<file path="src/rtl/riscv_mc_sequencer_pkg.sv">
`default_nettype none
// ============================================================================
//  Module   : riscv_mc_pkg
//  Brief    : Shared types for the multi-cycle RV32I sequencer.
//  Revision : 1.0 - initial release
// ============================================================================
package riscv_mc_pkg;

    localparam int INSTR_W = 32;

    typedef enum logic [2:0] {
        FETCH  = 3'd0,
        DECODE = 3'd1,
        EXEC   = 3'd2,
        MEM    = 3'd3,
        WB     = 3'd4,
        HALT   = 3'd5
    } state_e;

    typedef enum logic [1:0] {
        ERR_NONE     = 2'd0,
        ERR_IMEM_TO  = 2'd1,
        ERR_DMEM_TO  = 2'd2,
        ERR_MISALIGN = 2'd3
    } err_e;

endpackage
`default_nettype wire

</file>
<file path="src/rtl/riscv_mc_sequencer_if.sv">
`default_nettype none
// ============================================================================
//  Module   : riscv_mc_sequencer_if
//  Brief    : Instruction/data memory req/ready handshake bundle.
//  Revision : 1.0 - initial release
// ============================================================================
interface riscv_mc_sequencer_if #(
    parameter int XLEN = 32
);
    import riscv_mc_pkg::*;

    logic               imem_req;
    logic [XLEN-1:0]    imem_addr;
    logic               imem_ready;
    logic [INSTR_W-1:0] imem_rdata;
    logic               dmem_req;
    logic               dmem_we;
    logic               dmem_ready;

    modport master (
        output imem_req, imem_addr, dmem_req, dmem_we,
        input  imem_ready, imem_rdata, dmem_ready
    );

    modport slave (
        input  imem_req, imem_addr, dmem_req, dmem_we,
        output imem_ready, imem_rdata, dmem_ready
    );

endinterface
`default_nettype wire

</file>
<file path="src/rtl/riscv_mc_sequencer_wait_timer.sv">
`default_nettype none
// ============================================================================
//  Module   : riscv_wait_timer
//  Brief    : Counts request cycles without ready; flags the last allowed one.
//  Revision : 1.0 - initial release
// ============================================================================
module riscv_wait_timer #(
    parameter int WAIT_LIMIT = 16
) (
    input  logic clk,
    input  logic reset,
    input  logic clear,
    input  logic enable,
    output logic expired
);

    localparam int CNT_W = (WAIT_LIMIT > 1) ? $clog2(WAIT_LIMIT) : 1;

    logic [CNT_W-1:0] count_q;
    logic [CNT_W-1:0] count_d;

    always_comb begin
        count_d = count_q;
        if (clear) begin
            count_d = '0;
        end else if (enable) begin
            count_d = count_q + CNT_W'(1);
        end
    end

    always_ff @(posedge clk or posedge reset) begin
        if (reset) begin
            count_q <= '0;
        end else begin
            count_q <= count_d;
        end
    end

    // Asserted during the WAIT_LIMIT-th waiting cycle; a ready in that cycle disables it.
    assign expired = enable && (count_q == CNT_W'(WAIT_LIMIT - 1));

endmodule
`default_nettype wire

</file>
<file path="src/rtl/riscv_mc_sequencer.sv">
`default_nettype none
// ============================================================================
//  Module   : riscv_mc_sequencer
//  Brief    : Multi-cycle FETCH/DECODE/EXEC/MEM/WB sequencer owning PC, IR, instret.
//  Revision : 1.0 - initial release
// ============================================================================
module riscv_mc_sequencer #(
    parameter int              XLEN       = 32,
    parameter logic [XLEN-1:0] RESET_PC   = '0,
    parameter int              WAIT_LIMIT = 16
) (
    input  logic                              clk,
    input  logic                              reset,
    riscv_mc_sequencer_if.master              bus,
    input  logic                              is_load,
    input  logic                              is_store,
    input  logic                              is_ebreak,
    input  logic                              reg_wr_dec,
    input  logic                              br_taken,
    input  logic [XLEN-1:0]                   br_target,
    output logic [riscv_mc_pkg::INSTR_W-1:0]  ir,
    output logic [XLEN-1:0]                   pc,
    output logic                              reg_wr,
    output logic                              retire,
    output logic [XLEN-1:0]                   instret,
    output logic                              halt,
    output logic [1:0]                        err_code
);
    import riscv_mc_pkg::*;

    state_e             state_q, state_d;
    err_e               err_q, err_d;
    logic [XLEN-1:0]    pc_q, pc_d;
    logic [XLEN-1:0]    instret_q, instret_d;
    logic [INSTR_W-1:0] ir_q, ir_d;

    logic               w_retire;
    logic               w_reg_wr;
    logic               w_expired;
    logic               w_wait_en;
    logic               w_wait_clr;
    logic [XLEN-1:0]    w_npc;

    assign w_npc      = br_taken ? br_target : (pc_q + XLEN'(4));
    assign w_wait_en  = ((state_q == FETCH) && !bus.imem_ready) ||
                        ((state_q == MEM)   && !bus.dmem_ready);
    assign w_wait_clr = (state_d != state_q);

    riscv_wait_timer #(
        .WAIT_LIMIT (WAIT_LIMIT)
    ) u_wait_timer (
        .clk     (clk),
        .reset   (reset),
        .clear   (w_wait_clr),
        .enable  (w_wait_en),
        .expired (w_expired)
    );

    always_comb begin
        state_d   = state_q;
        err_d     = err_q;
        pc_d      = pc_q;
        ir_d      = ir_q;
        instret_d = instret_q;
        w_retire  = 1'b0;
        w_reg_wr  = 1'b0;

        case (state_q)
            FETCH: begin
                if (bus.imem_ready) begin
                    ir_d    = bus.imem_rdata;
                    state_d = DECODE;
                end else if (w_expired) begin
                    state_d = HALT;
                    err_d   = ERR_IMEM_TO;
                end
            end
            DECODE: state_d = is_ebreak ? HALT : EXEC;
            EXEC:   state_d = (is_load || is_store) ? MEM : WB;
            MEM: begin
                if (bus.dmem_ready) begin
                    if (is_store) begin
                        w_retire = 1'b1;
                    end else begin
                        state_d = WB;
                    end
                end else if (w_expired) begin
                    state_d = HALT;
                    err_d   = ERR_DMEM_TO;
                end
            end
            WB: begin
                w_retire = 1'b1;
                w_reg_wr = reg_wr_dec;
            end
            HALT:    state_d = HALT;
            default: state_d = HALT;
        endcase

        // A misaligned next PC still retires the current instruction, then stops.
        if (w_retire) begin
            instret_d = instret_q + XLEN'(1);
            if (w_npc[1:0] != 2'b00) begin
                state_d = HALT;
                err_d   = ERR_MISALIGN;
            end else begin
                pc_d    = w_npc;
                state_d = FETCH;
            end
        end
    end

    always_ff @(posedge clk or posedge reset) begin
        if (reset) begin
            state_q   <= FETCH;
            err_q     <= ERR_NONE;
            pc_q      <= RESET_PC;
            ir_q      <= '0;
            instret_q <= '0;
        end else begin
            state_q   <= state_d;
            err_q     <= err_d;
            pc_q      <= pc_d;
            ir_q      <= ir_d;
            instret_q <= instret_d;
        end
    end

    assign bus.imem_req  = (state_q == FETCH);
    assign bus.imem_addr = pc_q;
    assign bus.dmem_req  = (state_q == MEM);
    assign bus.dmem_we   = (state_q == MEM) && is_store;

    assign ir       = ir_q;
    assign pc       = pc_q;
    assign instret  = instret_q;
    assign reg_wr   = w_reg_wr;
    assign retire   = w_retire;
    assign halt     = (state_q == HALT);
    assign err_code = err_q;

endmodule
`default_nettype wire

</file>
<file path="src/flat_wrapper.sv">
// flat-port wrapper written by rule: the top's interface ports become plain ports
module riscv_mc_sequencer_flat import riscv_mc_pkg::*;
#(
    parameter int              XLEN       = 32,
    parameter logic [XLEN-1:0] RESET_PC   = '0,
    parameter int              WAIT_LIMIT = 16
)
  (clk, reset, is_load, is_store, is_ebreak, reg_wr_dec, br_taken, br_target, ir, pc, reg_wr, retire, instret, halt, err_code, bus_imem_req, bus_imem_addr, bus_dmem_req, bus_dmem_we, bus_imem_ready, bus_imem_rdata, bus_dmem_ready);
  riscv_mc_sequencer_if #(.XLEN(XLEN)) bus_i ();
  input  logic clk;
  input  logic reset;
  input  logic is_load;
  input  logic is_store;
  input  logic is_ebreak;
  input  logic reg_wr_dec;
  input  logic br_taken;
  input  logic [XLEN-1:0] br_target;
  output logic [riscv_mc_pkg::INSTR_W-1:0] ir;
  output logic [XLEN-1:0] pc;
  output logic reg_wr;
  output logic retire;
  output logic [XLEN-1:0] instret;
  output logic halt;
  output logic [1:0] err_code;
  output wire logic [$bits(bus_i.imem_req)-1:0] bus_imem_req;
  output wire logic [$bits(bus_i.imem_addr)-1:0] bus_imem_addr;
  output wire logic [$bits(bus_i.dmem_req)-1:0] bus_dmem_req;
  output wire logic [$bits(bus_i.dmem_we)-1:0] bus_dmem_we;
  input wire logic [$bits(bus_i.imem_ready)-1:0] bus_imem_ready;
  input wire logic [$bits(bus_i.imem_rdata)-1:0] bus_imem_rdata;
  input wire logic [$bits(bus_i.dmem_ready)-1:0] bus_dmem_ready;
  assign bus_imem_req = bus_i.imem_req;
  assign bus_imem_addr = bus_i.imem_addr;
  assign bus_dmem_req = bus_i.dmem_req;
  assign bus_dmem_we = bus_i.dmem_we;
  assign bus_i.imem_ready = bus_imem_ready;
  assign bus_i.imem_rdata = bus_imem_rdata;
  assign bus_i.dmem_ready = bus_dmem_ready;
  riscv_mc_sequencer #(.XLEN(XLEN), .RESET_PC(RESET_PC), .WAIT_LIMIT(WAIT_LIMIT)) u_core (.clk(clk), .reset(reset), .bus(bus_i), .is_load(is_load), .is_store(is_store), .is_ebreak(is_ebreak), .reg_wr_dec(reg_wr_dec), .br_taken(br_taken), .br_target(br_target), .ir(ir), .pc(pc), .reg_wr(reg_wr), .retire(retire), .instret(instret), .halt(halt), .err_code(err_code));
endmodule
</file>
<file path="config.mk">
export PLATFORM = sky130hd
export DESIGN_NAME = riscv_mc_sequencer_flat
export DESIGN_NICKNAME = d
export VERILOG_FILES = /design/src/rtl/riscv_mc_sequencer_pkg.sv /design/src/rtl/riscv_mc_sequencer_if.sv /design/src/rtl/riscv_mc_sequencer_wait_timer.sv /design/src/rtl/riscv_mc_sequencer.sv /design/src/flat_wrapper.sv
export SDC_FILE = /design/constraint.sdc
export NUM_CORES = 1
export LEC_CHECK = 0
export BUFFER_PORTS_ARGS = -buffer_cell sky130_fd_sc_hd__buf_4
export CORE_UTILIZATION = 50
export CTS_CLUSTER_DIAMETER = 120
export DETAILED_ROUTE_END_ITERATION = 8
export PLACE_DENSITY_LB_ADDON = 0.08
export SETUP_SLACK_MARGIN = 0.1
export SYNTH_ARGS = -nofsm -noshare
export SYNTH_HDL_FRONTEND = slang
export SYNTH_SLANG_ARGS = --single-unit
export TNS_END_PERCENT = 100
</file>
<file path="constraint.sdc">
create_clock -name clk -period 4.56 [get_ports clk]
set_input_delay 0.912 -clock clk [delete_from_list [all_inputs] [get_ports clk]]
set_output_delay 0.912 -clock clk [all_outputs]
set_load 0.02 [all_outputs]
</file>
==> results of run 1 <==
-- per-layer routing --
metal	track usage	vias up	part of all wire
li1	-	2281	-
met1	0.330	2312	0.42
met2	0.418	164	0.50
met3	0.0365	19	0.055
met4	0.0832	0	0.018
met5	0	-	0
-- worst min-delay path by stage --
stage | startpoint | endpoint
global route | u_core.instret[18] | u_core.instret[18]
global placement | u_core.instret[31] | u_core.instret[31]
CTS | u_core.instret[31] | u_core.instret[31]
detailed placement | u_core.instret[31] | u_core.instret[31]
finish | u_core.instret[31] | u_core.instret[31]
floorplan | u_core.u_wait_timer.count_q[3] | u_core.u_wait_timer.count_q[3]
-- final cells by class --
cell class              instances  area, sq um
clock buffers                  11          151
multi-input cells             375         2480
fillers                       860         3380
well taps                     136          170
repair buffers                212         1590
flip-flops and latches        105         2630
inverters                      15         58.8
clock inverters                 5         46.3
-- registers in the layout (all words and copies together), names as in the netlist --
signal and cells:
u_core.instret 32, u_core.err_code 2, u_core.u_wait_timer.count_q 4, u_core.bus.imem_addr 32, u_core.ir 32, u_core.state_q 3
-- report_power, final --
group	switching, mW	internal [mW]	total, mW	leakage, nW
Clock	0.336	0.238	0.574	0.102
Sequential	0.391	1.24	1.63	1.29
Combinational	1.18	0.954	2.14	1.96
-- cell usage after synthesis, types with 3 or more instances --
| master | number |
|---|---|
| or3_1 | 6 |
| nor4_1 | 9 |
| mux2_2 | 32 |
| a21oi_1 | 36 |
| xnor2_1 | 16 |
| a31oi_1 | 5 |
| xor2_1 | 18 |
| and2_1 | 6 |
| nor2_1 | 35 |
| and3_1 | 7 |
| clkbuf_1 | 17 |
| or2_2 | 4 |
| o2bb2ai_1 | 5 |
| nor3b_1 | 4 |
| o21ai_0 | 27 |
| mux2i_1 | 5 |
| nand4_1 | 17 |
| nor3_1 | 18 |
| nand2_1 | 38 |
| buf_4 | 32 |
| nand3_1 | 23 |
| inv_1 | 13 |
| nand3b_1 | 4 |
| o31ai_1 | 4 |
| ha_1 | 3 |
| o22ai_1 | 3 |
| dfrtp_1 | 105 |
| o211ai_1 | 3 |
| a22oi_1 | 3 |
| buf_2 | 6 |
-- logic make-up after synthesis --
kind of cell | count (synthesis) | synth area share
buf+inv | 72 | 0.0723
flops | 105 | 0.477
xor+xnor | 34 | 0.0541
compound gates | 114 | 0.132
fa+ha+maj | 3 | 0.00682
mux | 37 | 0.0745
simple gates | 187 | 0.183
==> out/metrics.cfg, run 1 <==
[floorplanning]
initial_core_util=0.524
core_sq_um=10500
num_rows=37
die_y_um=107
die_area_sq_um=11400
io_pins=209
die_x_um=107

[critical_path]
cp.required_ns=3.65
startpoint=u_core.state_q[0]
cpPeakStageDelay_ns=0.53
worstSetupEndpoint=halt
cp_slowest_cell=dfrtp_1
worstPathArrival_ns=2.49
cp.buffers_inverters=1
path_max_fanout=14
rr_endpoint=u_core.bus.imem_addr[26]
path_class=reg -> out
path_common_cell=o211ai_1
cp-start-kind=register
worst-path-stages=6
r2r_slack_ns=1.87
worstPathCellList=nor3_1 > or3b_2 > o211ai_1 > o211ai_1 > a21oi_1 > buf_4
r2r_start=u_core.state_q[2]
ff2ff_path_depth=6
cp_top_family=simple AND/OR/NAND/NOR gates
cp-end-kind=primary output

[final_layout]
fin_nets=794
area_growth_pct=29.5
finalCoreUtilization=0.678
mostFrequentLayoutCells=buf_4 (212), dfrtp_1 (105), nand2_1 (38)
final_common_cell=buf_4
finalInstanceArea_sq_um=7130
diodes=0
drive_gt1_frac=0.385
final_cell_count_no_fill=859

[place]
placed_area_sq_um=6930
place_ws_ns=1.25
dpl.hpwl_um=10100
place.gp.congestion=0.870
port_buffers=208
dpl.cell_count=843

[sta]
fmax_mhz=294
final.setup.tns_ns=0
fin_worst_skew_ns=0.0125
finalMaxSlewViolations=0
hold_viol_final=0
min_period_ns=3.40
relSlewSlack=0.233
grt_setup_unrepaired=no
fin_crit_sh=0.746
setup_ws_ns=1.16
setup-violations-final=0
hold_ws_ns=0.482
worstMarginPinSlew_ns=1.15

[power]
p_leak_nw=3.35
max-vdd-ir-drop_v=0.000387
finalPower_mw=4.34
powerDensity_nw_per_um2=609

[clock_tree]
htreeDepth=3
cts.reportedPaths.clkPinSlew_ns=0.11
numCtsBuffers=9
worstSkewPairLatency_ns=0.36
cts_buffer_depth=2
cts_tree=yes
clock-root-buffer=clkbuf_8
cts.sinks=105
cts_resized=0
post-cts-setup-buffers=0
postCtsHoldBufs=0

[synthesis]
syn_inst=552
synth_top_cells_by_area=dfrtp_1 (48%), mux2_2 (6.5%), buf_4 (4.4%)
avgSynthCellArea_sq_um=9.98
synth_top_area_cell=dfrtp_1
synth_top_area_share=0.477
synth_edf_count=0
ys_warn_count=0
yosysSeqAreaShare=0.477
syn_area_sq_um=5510
async_flop_share=1.00
ys.flop_type=dfrtp_1
synth_cell_type_count=68
ys_seq_elements=105
syn-num-nets=628

[global_route]
grt-ovfl-total=0
antenna_found_initial=0
grt_max_degree=73
grt_util_all_layers=0.249
grt_pass1_vias=4461
grt_pass1_wl_um=22400

[routing]
drtIter0Drc=280
drc_errors=0
wirelength_um=14000
vias=4776
drt_pass1_iterations=4
viasPerCell=5.56
drt-wirelength-per-cell_um=16.3
antenna_left=0

[run]
drv_cap=0

[hold_path]
hold_class=reg -> reg
whs_path_depth=1

[run_status]
status=finished, final reports clean

(Power assumes the default switching activity.)
==> inputs of run 2 (changes only) <==
--- a/config.mk
+++ b/config.mk
@@ -6,7 +6,7 @@
 export NUM_CORES = 1
 export LEC_CHECK = 0
 export BUFFER_PORTS_ARGS = -buffer_cell sky130_fd_sc_hd__buf_4
-export CORE_UTILIZATION = 50
+export CORE_UTILIZATION = 45
 export CTS_CLUSTER_DIAMETER = 120
 export DETAILED_ROUTE_END_ITERATION = 8
 export PLACE_DENSITY_LB_ADDON = 0.08
==> constraint.sdc (replaced) <==
create_clock -name clk -period 3.09 [get_ports clk]
set_input_delay 0.618 -clock clk [delete_from_list [all_inputs] [get_ports clk]]
set_output_delay 0.618 -clock clk [all_outputs]
set_load 0.02 [all_outputs]
==> run 2 against run 1 <==
Design area rose by 3.1%. Routed wire length rose by 1.7%. Power rose by 56%. Die area rose by 11%. Clock-buffer cell count rose by 1. Critical path type unchanged. Critical endpoint unchanged. Largest power group unchanged.
==> out/metrics.cfg, run 2 (synthesized netlist as in run 1, its figures left out) <==
[run_status]
status=finished, final reports clean

[sta]
fin_worst_skew_ns=0.00872  ; -0.00378 ns
final.setup.tns_ns=0  ; unchanged
fmax_mhz=346
setup-violations-final=0  ; unchanged
fin_crit_sh=0.936
hold_viol_final=0  ; unchanged
min_period_ns=2.89
worstMarginPinSlew_ns=0.800  ; -0.351 ns
finalMaxSlewViolations=0  ; unchanged
relSlewSlack=0.462  ; +0.229
grt_setup_unrepaired=no

[critical_path]
r2r_slack_ns=0.62  ; -1.25 ns
path_class=reg -> out
path_max_fanout=5  ; -9
worstPathCellList=ha_2 > nand3_2 > or3b_4 > o211ai_1 > or4_4 > a21oi_2 > buf_4
cpPeakStageDelay_ns=0.61  ; +0.08 ns
cp_slowest_cell=or4_4
cp.required_ns=2.47  ; -1.18 ns
cp-start-kind=register
cp-end-kind=primary output
worstPathArrival_ns=2.27  ; -0.22 ns

[floorplanning]
num_rows=40  ; +8.1%
die_area_sq_um=12700  ; +11%
io_pins=209  ; unchanged
core_sq_um=12000  ; +14%
die_y_um=113  ; +5.3%
initial_core_util=0.460  ; -0.0636
die_x_um=113  ; +5.3%

[final_layout]
diodes=0  ; unchanged
final_common_cell=buf_4
fill_cells=1025  ; +19%
fin_nets=804  ; +1.3%
register_area_sq_um=2630  ; +0.14%
drive_gt1_frac=0.402  ; +0.0171
multi_input_area_sq_um=2510  ; +1.2%
area_growth_pct=33.4
mostFrequentLayoutCells=buf_4 (221), dfrtp_1 (102), nand2_1 (38)
finalCoreUtilization=0.614  ; -0.0642

[global_route]
global_route.usage.met1=0.313  ; -0.0172
antenna_found_initial=0  ; unchanged
grt_use_met2=0.371  ; -0.0472
grt_use_met3=0.0464  ; +0.00996
grt_max_degree=56  ; -23%
grt-ovfl-total=0  ; unchanged
grt_pass1_vias=4516  ; +1.2%
busiest_layer=met2
grt_util_all_layers=0.232  ; -0.0168
grt_pass1_wl_um=23400  ; +4.4%

[power]
max-vdd-ir-drop_v=0.000609  ; +57%
p_leak_nw=3.42  ; +2.2%
finalPower_mw=6.78  ; +56%
powerDensity_nw_per_um2=923  ; +52%

[routing]
drc_errors=0  ; unchanged
antenna_left=0  ; unchanged
wirelength_um=14200  ; +1.7%
viasPerCell=5.48  ; -1.5%
vias=4813  ; +0.77%
drt-wirelength-per-cell_um=16.2  ; -0.59%
drt_pass1_iterations=5  ; +1
drtIter0Drc=283  ; +1.1%

[clock_tree]
numCtsBuffers=9  ; unchanged
postCtsHoldBufs=0  ; unchanged
cts.sinks=105  ; unchanged
cts_buffer_depth=2  ; unchanged
worstSkewPairLatency_ns=0.35  ; about the same
cts.reportedPaths.clkPinSlew_ns=0.07  ; -0.04 ns
clock-root-buffer=clkbuf_16
htreeDepth=3  ; unchanged
cts_tree=yes

[place]
dpl.hpwl_um=10100  ; +0.16%
port_buffers=208  ; unchanged
place.gp.congestion=0.843  ; -3.1%

[run]
drv_cap=0  ; unchanged

[hold_path]
hold_class=in -> async

-- run 2: final cells by class --
| type | count | area share |
|---|---|---|
| multi-input combinational | 375 | 0.342 |
| clock buffer | 12 | 0.0349 |
| inverter | 15 | 0.00817 |
| sequential | 105 | 0.358 |
| clock inverter | 3 | 0.00324 |
| timing repair buffer | 222 | 0.229 |
| tap | 147 | 0.0250 |
-- run 2: report_power, final --
part / internal, mW / switching [mW] / leakage (nW)
Clock: 0.590 / 0.509 / 0.131
Sequential: 1.84 / 0.573 / 1.29
Combinational: 1.49 / 1.78 / 2.00
Total: 3.92 / 2.86 / 3.42
-- run 2: critical path, delay by kind of cell (launching register included) --
family | cells | cell delay [ns]
buffers and inverters | 1 | 0.15
AOI/OAI and AO/OA | 2 | 0.29
adders and majority gates | 1 | 0.21
and+or+nand+nor | 3 | 0.86
DFF | 1 | 0.41
-- run 2: final timing paths --
check | cells past startpoint | from | endpoint
max | 7 | u_core.u_wait_timer.count_q[0] | halt
min | 2 | reset | u_core.ir[10]
max reg2reg | 7 | u_core.state_q[2] | u_core.instret[20]
min reg2reg | 1 | u_core.instret[31] | u_core.instret[31]
max in group asynchronous | 3 | reset | u_core.state_q[1]
min in group clk | 1 | u_core.instret[31] | u_core.instret[31]
-- run 2: routing by layer --
layer / share of wire / vias to the layer above
met4: 0.018 / 0
met2: 0.49 / 169
met5: 0 / -
met3: 0.054 / 22
met1: 0.43 / 2310
li1: - / 2312
-- run 2: per-stage QoR --
| step | cell area [sq um] | worst slack, ns | hold WS, ns | cells |
|---|---|---|---|---|
| after CTS | 7290 | 0.151 | 0.434 | 873 |
| after global routing | 7350 | 0.0840 | 0.469 | 879 |
| after global placement | 6980 | 0.389 | 0.462 | 857 |
| final | 7350 | 0.197 | 0.414 | 879 |
| after floorplan | 5510 | 0.151 | 0.534 | 552 |
| after detailed placement | 6980 | 0.314 | 0.462 | 857 |
-- run 2: repair_timing --
| action | in CTS | in global routing |
|---|---|---|
| endpoints found under the setup margin | 1 | 1 |
| pin swaps | 1 | 4 |
| buffers inserted | 1 | 6 |
| gates resized for setup | 5 | 7 |
